===== src/rtl/pll_clkgen_pkg.sv =====
// pll_clkgen_pkg: shared defaults and counter-width helper for the clock generator
// Provides default divide/phase/lock constants and a width function that
// never returns zero, so a divide-by-2 counter still gets one bit.
package pll_clkgen_pkg;
   localparam int DEF_LOCK_CYCLES = 8;
   localparam int DEF_DIV1 = 2;
   localparam int DEF_DIV2 = 4;
   localparam int DEF_DIV3 = 8;
   localparam int DEF_DIV4 = 2;
   localparam int DEF_PHASE1 = 0;
   localparam int DEF_PHASE2 = 0;
   localparam int DEF_PHASE3 = 0;
   localparam int DEF_PHASE4 = 1;
   function automatic int cnt_w(input int d);
      return (d < 2) ? 1 : $clog2(d);
   endfunction
endpackage


===== src/rtl/pll_clkdiv.sv =====
// pll_clkdiv: one phase-offset divided clock with registered output
// Ports: clk (input clock), rst (sync active-high reset), en (run; low holds
// counter and output at 0), clk_o (divided clock, high for floor(DIV/2) cycles).
module pll_clkdiv
   import pll_clkgen_pkg::*;
#(
   parameter int DIV   = 2,
   parameter int PHASE = 0
) (
   input  logic clk,
   input  logic rst,
   input  logic en,
   output logic clk_o
);
   localparam int W = cnt_w(DIV);
   if (DIV < 2) begin : g_bad_div
      $error("pll_clkdiv: DIV must be >= 2");
   end
   if (PHASE < 0 || PHASE >= DIV) begin : g_bad_phase
      $error("pll_clkdiv: PHASE must be in [0, DIV)");
   end
   logic [W-1:0] r_cnt;
   logic [W:0]   w_sum;
   logic [W:0]   w_idx;
   // Position within the period, shifted by the phase offset and wrapped once.
   always_comb begin
      w_sum = {1'b0, r_cnt} + (W+1)'(DIV - PHASE);
      w_idx = (w_sum >= (W+1)'(DIV)) ? w_sum - (W+1)'(DIV) : w_sum;
   end
   always_ff @(posedge clk) begin
      if (rst || !en) begin
         r_cnt <= '0;
         clk_o <= 1'b0;
      end else begin
         r_cnt <= (r_cnt == W'(DIV - 1)) ? '0 : r_cnt + 1'b1;
         clk_o <= (w_idx < (W+1)'(DIV / 2));
      end
   end
endmodule


===== src/rtl/pll_clkgen.sv =====
// pll_clkgen: counter-based stand-in for a PLL, four divided clocks plus LOCKED
// Ports: CLK_IN1 (sole clock), RESET (sync active-high), CLK_OUT1..4 (registered
// divided clocks, 0 until locked), LOCKED (registered, set LOCK_CYCLES edges
// after reset release and held until the next reset).
module pll_clkgen
   import pll_clkgen_pkg::*;
#(
   parameter int LOCK_CYCLES = DEF_LOCK_CYCLES,
   parameter int DIV1   = DEF_DIV1,
   parameter int DIV2   = DEF_DIV2,
   parameter int DIV3   = DEF_DIV3,
   parameter int DIV4   = DEF_DIV4,
   parameter int PHASE1 = DEF_PHASE1,
   parameter int PHASE2 = DEF_PHASE2,
   parameter int PHASE3 = DEF_PHASE3,
   parameter int PHASE4 = DEF_PHASE4
) (
   input  logic CLK_IN1,
   input  logic RESET,
   output logic CLK_OUT1,
   output logic CLK_OUT2,
   output logic CLK_OUT3,
   output logic CLK_OUT4,
   output logic LOCKED
);
   localparam int LW = cnt_w(LOCK_CYCLES + 1);
   if (LOCK_CYCLES < 1) begin : g_bad_lock
      $error("pll_clkgen: LOCK_CYCLES must be >= 1");
   end
   logic [LW-1:0] r_lock_cnt;
   logic          w_lock_next;
   // Dividers start counting on the same edge LOCKED is set, so n=0 aligns with lock.
   assign w_lock_next = !RESET && (LOCKED || r_lock_cnt == LW'(LOCK_CYCLES - 1));
   always_ff @(posedge CLK_IN1) begin
      if (RESET) begin
         r_lock_cnt <= '0;
         LOCKED     <= 1'b0;
      end else begin
         r_lock_cnt <= (r_lock_cnt == LW'(LOCK_CYCLES)) ? r_lock_cnt : r_lock_cnt + 1'b1;
         LOCKED     <= w_lock_next;
      end
   end
   pll_clkdiv #(.DIV(DIV1), .PHASE(PHASE1)) u_div1 (.clk(CLK_IN1), .rst(RESET), .en(w_lock_next), .clk_o(CLK_OUT1));
   pll_clkdiv #(.DIV(DIV2), .PHASE(PHASE2)) u_div2 (.clk(CLK_IN1), .rst(RESET), .en(w_lock_next), .clk_o(CLK_OUT2));
   pll_clkdiv #(.DIV(DIV3), .PHASE(PHASE3)) u_div3 (.clk(CLK_IN1), .rst(RESET), .en(w_lock_next), .clk_o(CLK_OUT3));
   pll_clkdiv #(.DIV(DIV4), .PHASE(PHASE4)) u_div4 (.clk(CLK_IN1), .rst(RESET), .en(w_lock_next), .clk_o(CLK_OUT4));
endmodule


===== config.mk =====
export PLATFORM = sky130hd
export DESIGN_NAME = pll_clkgen
export DESIGN_NICKNAME = d
export VERILOG_FILES = /design/src/rtl/pll_clkgen_pkg.sv /design/src/rtl/pll_clkdiv.sv /design/src/rtl/pll_clkgen.sv
export SDC_FILE = /design/constraint.sdc
export NUM_CORES = 1
export LEC_CHECK = 0
export ABC_AREA = 1
export BUFFER_PORTS_ARGS = -buffer_cell sky130_fd_sc_hd__buf_2
export CAP_MARGIN = 20
export CORE_AREA = 2 2 39 41
export DETAILED_ROUTE_END_ITERATION = 12
export DIE_AREA = 0 0 41 43
export HOLD_SLACK_MARGIN = 0.02
export PLACE_DENSITY = 0.66
export SYNTH_ARGS = -nofsm -noshare
export SYNTH_HDL_FRONTEND = slang
export SYNTH_HIERARCHICAL = 1
export SYNTH_SLANG_ARGS = --single-unit

===== constraint.sdc =====
create_clock -name CLK_IN1 -period 3.05 [get_ports CLK_IN1]
set_input_delay 0.61 -clock CLK_IN1 [delete_from_list [all_inputs] [get_ports CLK_IN1]]
set_output_delay 0.61 -clock CLK_IN1 [all_outputs]
set_load 0.05 [all_outputs]

==> reports/results.txt <==
routed len/inst = 7.80 µm
Cell Area, Synth = 626 µm²
Initial Util = 45.2%
maximum clock path buffer count = 2
# setup viols final = 0
cell with the most instances after synthesis = nor2_1
Synth cell types = 11
unrepaired setup endpoints after global routing = no
CP max FO = 6
dpl ws = 1560 ps
Multi-input gate area = 245 µm²
Worst Setup End Kind = register
EDFF count, synth = 0
CTS Sinks = 16
Worst setup startpoint = r_lock_cnt[0]$_SDFFE_PP0P_
post-synth top area share = 51.2%
Seq/Total Area, Yosys = 51.2%
Fin. Hold Viols = 0
Worst Hold Class = reg2reg
Seq cells post-synth = 16
H-tree depth = 1
vias in the first global route = 364
pin count of the biggest net entering global routing = 10
CP arrival = 1690 ps
die height = 43 µm
Post-Syn Nets = 83
sw frac = 20.8%
Mapped Cells = 76
Initial DRC Count = 4
Slew headroom = 71.6%
DRC viols = 0
Pre-antenna DRT Iters = 2
diode count = 0
global route overflow = 0
CP required = 3270 ps
Worst R2R Start = r_lock_cnt[0]$_SDFFE_PP0P_
setup TNS = 0 ps
Setup crit start kind = register
GRT Total Usage = 11.6%
slowest stage delay, CP = 420 ps
ys flop type = dfxtp_1
synth cell count leaders = nor2_1, dfxtp_1, inv_1
total setup buffers inserted after CTS = 0
Comb pwr share = 5.2%
Seq pwr share = 58.9%
Avg Cell Area, Syn = 8.23 µm²
layout cell share with drive strength beyond 1 = 19.8%
Peak VDD IR = 0.316 mV
CORE AREA = 1380 µm²
cell mode on critical path = nor2_1
worst clock skew = 1.57 ps
CP cell instances = ha_1 -> nand2_1 -> nor2_1 -> nor2_1 -> nor2_1 -> nand2_1 -> nor2_1
status = finished, final reports clean
DRT Wirelength = 796 µm
initial antenna violation count = 0
switching power = 76.8 µW
Power Internal = 293 µW
P&R area growth vs syn = 13.8%
TritonCTS buffer count = 3
post-route ant nets = 0
Worst-Margin Slew = 425 ps
Die Area = 1760 µm²
max-slew violations = 0
sequential cell area = 320 µm²
crit path kind = reg2reg
gpl congestion = 0.661
CTS Hold Bufs = 0
final worst setup slack = 1570 ps
DR vias = 430
global-route wire length before repair = 1320 µm
Max stage delay cell, worst path = dfxtp_1
Chip Width = 41 µm
YS warnings = 6
root buffer cell = clkbuf_4
Min Clock Period, post-route = 1480 ps
FP Rows = 14
Post-DP Area = 676 µm²
Final Cell Area = 712 µm²
FMAX = 0.677 GHz
clock-pin slew on the worst setup and hold paths = 90 ps
area leader, netlist = dfxtp_1
IO buf count = 6
CTS resizes = 0
Top Ports = 7
clk_lat worst skew = 270 ps
largest cells by area after synthesis = dfxtp_1, nor2_1, ha_1
Power Dens Cells = 519 nW/µm²
CTS tree = built
max-cap violations = 0
# fillers = 140
hpwl dp = 611 µm
crit share post-route = 48.5%
via-per-instance ratio = 4.22
min-delay src = u_div3/r_cnt[2]$_SDFF_PP0_
Clk pwr share = 35.9%
LEAKAGE = 0.357 nW
fin nets = 94
FFs w/ async S/R, synth = 0%
[path summary, 6_finish.rpt]
kind                                           endpoint  slack [ps]  cells after the start
worst max register to register  u_div4/r_cnt$_SDFF_PP0_        1570                      7
worst min-delay path            u_div3/clk_o$_SDFF_PP0_         420                      1
worst max-delay path            u_div4/r_cnt$_SDFF_PP0_        1570                      7
worst min register to register  u_div3/clk_o$_SDFF_PP0_         420                      1
[state kept, by name, indices dropped and copies added (netlist names)]
| signal | count |
|---|---|
| u_div2/r_cnt | 2 |
| u_div4/clk_o | 1 |
| u_div3/r_cnt | 3 |
| u_div1/clk_o | 1 |
| u_div4/r_cnt | 1 |
| u_div2/clk_o | 1 |
| r_lock_cnt | 4 |
| u_div3/clk_o | 1 |
| LOCKED | 1 |
| u_div1/r_cnt | 1 |
[per-layer routing]
metal | routed length, µm | GRT usage [%] | share of wire (%) | vias up
met4 | 0 | 10.0 | 0 | 0
met2 | 356 | 15.0 | 45 | 2
met5 | 0 | 0 | 0 | -
li1 | - | - | - | 244
met1 | 419 | 14.2 | 53 | 184
met3 | 20 | 4.71 | 2.5 | 0
[through the flow]
step,power (mW),utilization [%],instances,hold slack (ps)
final,0.370,51.4,102,420
after global routing,0.392,51.4,102,438
after floorplan,0.237,-,76,391
after CTS,0.379,51.4,102,421
after detailed placement,0.243,48.8,98,401
after global placement,0.242,48.8,98,400
[final cells by class]
type                            instances  area share [%]
Sequential cell                        16            45.0
Clock buffer                            4            5.10
Multi-Input combinational cell         44            34.4
Timing Repair Buffer                    6            4.22
Inverter                               16            8.44
Tap cell                               16            2.81
[critical path: cells and delay by family, from the launching register on]
family,cells,cell delay [ps]
AND/OR/NAND/NOR,6,820
flip-flops,1,420
adder cells (fa/ha/maj),1,190
[power groups by stage]
| stage | combinational (mW) | sequential, mW | clock (mW) |
|---|---|---|---|
| floorplan | 0.0146 | 0.223 | 0 |
| global placement | 0.0192 | 0.223 | 0 |
| detailed placement | 0.0197 | 0.223 | 0 |
| CTS | 0.0198 | 0.218 | 0.142 |
| global route | 0.0225 | 0.219 | 0.151 |
| finish | 0.0193 | 0.218 | 0.133 |
[layout by cell type, fill, tap and decap left out, drive strengths merged]
cell type  synthesis  final
nor3b              1      1
clkbuf             0      4
dfxtp             16     16
nor2              21     21
ha                 5      5
inv               16     16
nand4              1      1
buf                0      6
nand3              4      4
nand2             12     12
[kinds of logic after synthesis]
| family | after synthesis | share of synthesized area [%] |
|---|---|---|
| simple gates | 39 | 29.2 |
| flops | 16 | 51.2 |
| buf+inv | 16 | 9.60 |
| fa+ha+maj | 5 | 10.0 |
Power figures use the tool's default switching activity.
